## config.mk

```make
export PLATFORM = sky130hd
export DESIGN_NAME = record_serializer
export DESIGN_NICKNAME = d
export VERILOG_FILES = /design/src/rtl/record_pkg.sv /design/src/rtl/record_xor_reduce.sv /design/src/rtl/record_serializer.sv
export SDC_FILE = /design/constraint.sdc
export NUM_CORES = 1
export LEC_CHECK = 0
export BUFFER_PORTS_ARGS = -buffer_cell sky130_fd_sc_hd__buf_2
export CAP_MARGIN = 20
export CORE_MARGIN = 2
export CORE_UTILIZATION = 58
export DETAILED_ROUTE_END_ITERATION = 12
export GPL_ROUTABILITY_DRIVEN = 0
export HOLD_SLACK_MARGIN = 0.15
export PLACE_DENSITY = 0.85
export SETUP_SLACK_MARGIN = 0.15
export SLEW_MARGIN = 10
export SYNTH_ARGS = -nofsm -noshare
export SYNTH_HDL_FRONTEND = slang
export SYNTH_SLANG_ARGS = --single-unit
export TNS_END_PERCENT = 5
```

## constraint.sdc

```tcl
create_clock -name clk -period 3.19 [get_ports clk]
set_clock_uncertainty 0.2 [all_clocks]
set_input_delay 0.319 -clock clk [delete_from_list [all_inputs] [get_ports clk]]
set_output_delay 0.319 -clock clk [all_outputs]
set_load 0.03 [all_outputs]
```

## src/rtl/record_pkg.sv

```systemverilog
// Shared types and constants for the record serializer.
package record_pkg;

  localparam int unsigned DEFAULT_RECORD_SIZE_BYTES = 16;
  localparam int unsigned BYTE_W = 8;

  typedef enum logic [1:0] {
    IDLE,
    REQ,
    SEND,
    CSUM
  } ser_state_t;

  typedef logic [DEFAULT_RECORD_SIZE_BYTES*BYTE_W-1:0] record_t;

endpackage

```

## src/rtl/record_xor_reduce.sv

```systemverilog
// Combinational byte-wise XOR of a whole record, used as the frame checksum.
module record_xor_reduce
  import record_pkg::*;
#(
  parameter int unsigned NUM_BYTES = DEFAULT_RECORD_SIZE_BYTES
) (
  input  logic [NUM_BYTES*BYTE_W-1:0] data,
  output logic [BYTE_W-1:0]           csum
);

  always_comb begin
    csum = '0;
    for (int i = 0; i < NUM_BYTES; i++) begin
      csum = csum ^ data[i*BYTE_W +: BYTE_W];
    end
  end

endmodule

```

## src/rtl/record_serializer.sv

```systemverilog
// Requests a record from the record FIFO and emits it LSB byte first on a valid/ready stream.
// Define RECORD_CHECKSUM_EN to append an XOR checksum byte to every frame.
module record_serializer
  import record_pkg::*;
#(
  parameter int unsigned RECORD_SIZE_BYTES = DEFAULT_RECORD_SIZE_BYTES,
  parameter int unsigned IDX_W             = $clog2(RECORD_SIZE_BYTES + 1),
  parameter int unsigned COUNT_W           = 16
) (
  input  logic                                clk,
  input  logic                                rst,
  input  logic                                rec_available,
  output logic                                rec_request,
  input  logic                                rec_ready,
  input  logic [RECORD_SIZE_BYTES*BYTE_W-1:0] rec_data,
  output logic [BYTE_W-1:0]                   out_byte,
  output logic                                out_valid,
  input  logic                                out_ready,
  output logic                                out_last,
  output logic                                busy,
  output logic [COUNT_W-1:0]                  rec_count
);

  localparam int unsigned RecW = RECORD_SIZE_BYTES * BYTE_W;
  localparam logic [IDX_W-1:0] LastIdx = IDX_W'(RECORD_SIZE_BYTES - 1);

  ser_state_t         state_q, state_d;
  logic [IDX_W-1:0]   idx_q, idx_d;
  logic [RecW-1:0]    shreg_q, shreg_d;
  logic [COUNT_W-1:0] count_q, count_d;
  logic               req_q, req_d;
  logic               valid_q, valid_d;
  logic               last_q, last_d;
  logic               busy_q, busy_d;

`ifdef RECORD_CHECKSUM_EN
  logic [BYTE_W-1:0] csum_q, csum_d, csum_calc;

  record_xor_reduce #(
    .NUM_BYTES(RECORD_SIZE_BYTES)
  ) u_xor (
    .data(rec_data),
    .csum(csum_calc)
  );
`endif

  always_comb begin
    state_d = state_q;
    idx_d   = idx_q;
    shreg_d = shreg_q;
    count_d = count_q;
`ifdef RECORD_CHECKSUM_EN
    csum_d  = csum_q;
`endif
    unique case (state_q)
      IDLE: begin
        if (rec_available) state_d = REQ;
      end
      REQ: begin
        if (rec_ready) begin
          shreg_d = rec_data;
          idx_d   = '0;
          state_d = SEND;
`ifdef RECORD_CHECKSUM_EN
          csum_d  = csum_calc;
`endif
        end
      end
      SEND: begin
        // out_valid is always high here, so out_ready alone marks a transfer.
        if (out_ready) begin
          shreg_d = shreg_q >> BYTE_W;
          idx_d   = idx_q + 1'b1;
          if (idx_q == LastIdx) begin
            idx_d = '0;
`ifdef RECORD_CHECKSUM_EN
            shreg_d = RecW'(csum_q);
            state_d = CSUM;
`else
            count_d = count_q + 1'b1;
            state_d = IDLE;
`endif
          end
        end
      end
`ifdef RECORD_CHECKSUM_EN
      CSUM: begin
        if (out_ready) begin
          shreg_d = '0;
          count_d = count_q + 1'b1;
          state_d = IDLE;
        end
      end
`endif
      default: state_d = IDLE;
    endcase

    req_d   = (state_d == REQ);
    valid_d = (state_d == SEND) || (state_d == CSUM);
    busy_d  = (state_d != IDLE);
`ifdef RECORD_CHECKSUM_EN
    last_d  = (state_d == CSUM);
`else
    last_d  = (state_d == SEND) && (idx_d == LastIdx);
`endif
  end

  always_ff @(posedge clk or negedge rst) begin
    if (!rst) begin
      state_q <= IDLE;
      idx_q   <= '0;
      shreg_q <= '0;
      count_q <= '0;
      req_q   <= 1'b0;
      valid_q <= 1'b0;
      last_q  <= 1'b0;
      busy_q  <= 1'b0;
    end else begin
      state_q <= state_d;
      idx_q   <= idx_d;
      shreg_q <= shreg_d;
      count_q <= count_d;
      req_q   <= req_d;
      valid_q <= valid_d;
      last_q  <= last_d;
      busy_q  <= busy_d;
    end
  end

`ifdef RECORD_CHECKSUM_EN
  always_ff @(posedge clk or negedge rst) begin
    if (!rst) csum_q <= '0;
    else      csum_q <= csum_d;
  end
`endif

  assign rec_request = req_q;
  assign out_byte    = shreg_q[BYTE_W-1:0];
  assign out_valid   = valid_q;
  assign out_last    = last_q;
  assign busy        = busy_q;
  assign rec_count   = count_q;

endmodule

```

## Word level (Yosys, flattened, before mapping)

Index checks and enable logic that the tools add are counted.

- Mux-type cells: 12
- Eq/ne operators: 9
- Reductions and logical operators: 7
- Add/subtract/negate cells: 2

Operator list:

| kind | count |
|---|---|
| 2-to-1 mux 128 bit | 2 |
| case mux 128 bit (2 select lines) | 1 |
| adder 16 x 1 -> 16 bit (second input constant) | 1 |
| 2-to-1 mux 5 bit | 3 |
| equality test 5 x 4 -> 1 bit (second input constant) | 2 |
| case mux 5 bit (2 select lines) | 1 |
| 2-to-1 mux 2 bit | 4 |
| equality test 2 bit (second input constant) | 3 |
| case mux 2 bit (3 select lines) | 1 |
| AND reduction 3 bit | 2 |
| adder 5 x 1 -> 5 bit (second input constant) | 1 |
| equality test 2 x 1 -> 1 bit (second input constant) | 2 |
| != test 2 bit (second input constant) | 2 |
| nonzero test 2 bit | 2 |
| zero test 2 bit | 1 |
| logical AND 1 bit | 1 |
| logical OR 1 bit | 1 |

- Input bits: 133
- Register bits after elaboration: 155

## Depth between registers and ports, before layout

- Depth after elaboration: 6
- Gate-level depth with buffers: 10
- Mapped depth without buffers: 7

## Worst setup path after synthesis

Ideal clock, no wire load.

- Path type: register -> register
- Start point: register state_q[1]
- End point: register shreg_q[66]
- Slack: 1.002 ns
- Data required time: 2.907 ns
- Setup time: 0.083 ns
- Buffers on the path: 3
- Data arrival time: 1.906 ns
- Stages on the path, launching flop included: 11
- Cells stage by stage: dfrtp_1 > inv_1 > ha_1 > nor2b_1 > nor2_1 > o21ai_1 > buf_2 > buf_2 > buf_1 > nand2_1 > o21ai_0

- Word-level cells in the longest chain between the ends: 3

Ends and longest elaborated chain:

| item | RTL line | RTL |
|---|---|---|
| from (decl) | record_serializer.sv:27 | `ser_state_t state_q, state_d;` |
| from (signal assigned) | record_serializer.sv:119 | `state_q <= state_d;` |
| equality test 2 bit or equality test 2 x 1 -> 1 bit (tied branches) | record_serializer.sv:55 | `unique case (state_q)` |
| != test 2 bit (no line) or nonzero test 2 bit (tied branches) | -- |  |
| AND reduction 3 bit (no line) | -- |  |
| to (signal assigned) | record_serializer.sv:121 | `shreg_q <= shreg_d;` |
| to (decl) | record_serializer.sv:29 | `logic [RecW-1:0] shreg_q, shreg_d;` |

Parallel ways exist; a longest one is shown, timed or not.
A chain may end at the register's enable or synchronous reset.

## Worst setup path in the final report

- Start point: register state_q[1]
- End point: register shreg_q[14]

The elaborated chain is that of the path after synthesis.

==> metrics.md <==
| Metric | Value |
|---|---|
| Status | finished clean |
| Slew headroom | 41.3% |
| Synth top area share | between 50% and 60% |
| Final Max Tran Viols | 0 |
| Vias in the first global route | 6,705 |
| Synth Flop Type | dfrtp_1 |
| Sw Ratio | between 30% and 40% |
| First-pass GRT wire length | between 30 and 40 mm |
| CP endpoint kind | register |
| H-tree Lvls | 4 |
| Worst min-delay path class | in -> async |
| Pre-CTS setup slack | approximately 700 ps |
| Die area | roughly 13,000 sq um |
| Int Pwr | 5.28 mW |
| CTS tree | done |
| Setup violators final | 0 |
| Row cnt | 40 |
| Top delay family on crit path | simple AND/OR/NAND/NOR gates |
| Slowest cell on the critical path | dfrtp_1 |
| Max-cap violation count | 0 |
| Layout area overhead | 38.6% |
| Clk pin slew, worst setup/hold paths | roughly 60 ps |
| Hold WS | between 200 and 250 ps |
| WL final | 20.8 mm |
| Power density cells | roughly 890 nW/um^2 |
| IO Pins | about 160 |
| Initial core utilization | roughly three fifths |
| Seq cells post-synth | 155 |
| Initial antenna violation count | 0 |
| Dpl hpwl | 10.9 mm |
| Post-Syn Area per Cell | 10.7 sq um |
| # fillers | between 600 and 700 |
| Final net count | approximately 1.1k |
| Worst EP required | 3330 ps |
| Drt drc | 0 |
| Critical Setup Path Class | reg -> reg |
| TNS Setup | 0 ps |
| Power Total | a little under 9 mW |
| TritonCTS Buffers | 17 |
| Max Root-Sink Buffers | 2 |
| Largest area contributor in the netlist | dfrtp_1 |
| Die Width | 115 microns |
| Syn Inst Count | 666 |
| Total Routing Usage GR | around a third |
| Total number of vias | 6,203 |
| Sequential power share | 38.6% |
| CP Max Fanout | between 100 and 150 |
| Ys async rst share | between 90% and 100% |
| Clock Latency Late Sink | between 400 and 500 ps |
| Switching power | ~3.4 mW |
| Setup WS post-layout | between 500 and 600 ps |
| Total iterations of the first detailed-routing run | 6 |
| Top post-synthesis cells by area | dfrtp_1 (55%), mux2i_1 (17%), o21ai_0 (8.7%), nand2_1 (6.9%), xnor2_1 (1.4%) |
| Post-Synthesis Net Count | between 800 and 900 |
| Placed cell areas | about 8000 sq um |
| Wire per inst | 19.0 microns |
| Worst Path Arrival | about 2800 ps |
| Root buffer cell | clkbuf_16 |
| Sink Count | between 150 and 200 |
| Max Fclk | approximately 380 MHz |
| CP Launch Type | register |
| Synthesized area | roughly 7100 sq um |
| Post-synth EDFFs | 0 |
| Clock power share | 21.7% |
| Maximum VDD drop | 0.000862 V |
| Core region area | 12,000 sq um |
| DRT iter0 DRCs | around 530 |
| Worst-path cell chain | inv_1 > ha_1 > nor2b_1 > nor2_1 > o21ai_4 > buf_12 > nand2_1 > o21ai_0 |
| Hold violation count in the final report | 0 |
| Count of input and output buffers | between 150 and 200 |
| Fin crit period | approximately 2600 ps |
| RSZ-0062 raised after global routing | false |
| CP bufs+invs | 2 |
| Comb pwr share | around 40% |
| Grt ovf | 0 |
| Synth cell types | 38 |
| Antenna Violating Nets Remaining | 0 |
| Vias per cell | around 5.7 |
| Largest net degree at the start of global routing | approximately 120 |
| Static Leakage | ~4.6 nW |
| Largest stage delay, worst path | 420 ps |
| Yosys warnings | 0 |
| Seq/Total Area, Yosys | 54.6% |
| Post-route cell area | ~9800 sq um |
| Final worst path period share | ~82% |
| Die H | 115 microns |
| Setup Buffers After CTS | 0 |
| Share of cells above drive strength 1 | between 20% and 30% |
| Actual slew at the worst max-slew pin | just under 900 ps |
==> kinds of logic after synthesis <==
kind of cell / Yosys count / share of synthesized area (%)
AOI/OAI and AO/OA: 145 / 11.0
and+or+nand+nor: 167 / 10.6
muxes: 121 / 17.1
buffers and inverters: 57 / 3.68
adders and majority gates: 6 / 1.06
DFF: 155 / 54.6
xor gates and xnor gates: 15 / 1.96
==> cell usage in the layout (no fill, tap or decap), drive strengths merged, types with 3 or more instances in the layout <==
master         n
nand4         10
mux2i        120
ha             6
xor2           3
nor2           9
buf          167
inv            8
a21oi          5
o21ai        124
xnor2         12
clkbuf        20
nand2        130
dlygate4sd3  132
dfrtp        155
clkinv         9
a22o           9
and3           3
==> registers in the layout, summed over array words and instances, names as in the netlist <==
| name | cells |
|---|---|
| shreg_q | 128 |
| rec_request | 1 |
| idx_q | 5 |
| out_last | 1 |
| out_valid | 1 |
| busy | 1 |
| state_q | 2 |
| rec_count | 16 |
==> layer usage <==
| layer | part of all wire (%) | wire length, microns | vias up | GRT usage [%] |
|---|---|---|---|---|
| met2 | 53 | 11000 | 284 | 59.1 |
| met1 | 36 | 7590 | 2981 | 35.3 |
| met4 | 5.0 | 1040 | 0 | 20.1 |
| li1 | - | - | 2835 | - |
| met3 | 5.7 | 1180 | 103 | 8.89 |
| met5 | 0 | 0 | - | 0 |
==> what timing repair did <==
item / in CTS / in global routing
hold endpoints to repair: 205 / 0
resized for setup: 0 / 0
hold buffers: 132 / 0
==> layout make-up <==
type / count / area, sq um / area share (%)
Sequential cell: 155 / 3880 / 39.4
Multi-Input combinational cell: 454 / 2980 / 30.3
Timing Repair Buffer: 299 / 2220 / 22.5
Clock buffer: 20 / 467 / 4.74
Tap cell: 147 / 184 / 1.87
Clock inverter: 10 / 75.1 / 0.763
Inverter: 8 / 30.0 / 0.305
Antenna cell: 1 / 2.50 / 0.0254
==> synth_stat cells, drive strengths merged, types with 3 or more instances <==
cell	number
a21oi	5
a22o	9
and3	3
buf	24
clkbuf	25
dfrtp	155
ha	6
inv	8
mux2i	120
nand2	130
nand4	10
nor2	9
o21ai	124
xnor2	12
xor2	3
==> metrics by stage <==
step | cells | util (%)
2_1_floorplan | 666 | -
3_3_place_gp | 931 | 66.7
3_5_place_dp | 931 | 66.7
4_1_cts | 1093 | 82.2
5_1_grt | 1093 | 82.2
6_report | 1094 | 82.2
==> path summary, 6_finish.rpt <==
kind                            start          end  slack [ps]  depth (start not counted)
max reg2reg                state_q[1]  shreg_q[14]         570                          8
max                        state_q[1]  shreg_q[14]         570                          8
min                               rst   shreg_q[3]         220                          2
min reg2reg                shreg_q[0]   shreg_q[0]         280                          2
min in group clk           shreg_q[0]   shreg_q[0]         280                          2
max in group asynchronous         rst  shreg_q[62]        1620                          3
==> power groups by stage <==
stage | clock (mW) | sequential [mW] | combinational, mW
after floorplan | 0 | 3.20 | 2.54
after global placement | 0 | 3.28 | 2.99
after detailed placement | 0 | 3.32 | 3.18
after CTS | 1.90 | 3.29 | 3.32
after global routing | 1.99 | 3.43 | 3.86
final | 1.89 | 3.36 | 3.46
No activity file was read; power rests on OpenSTA's default activity.
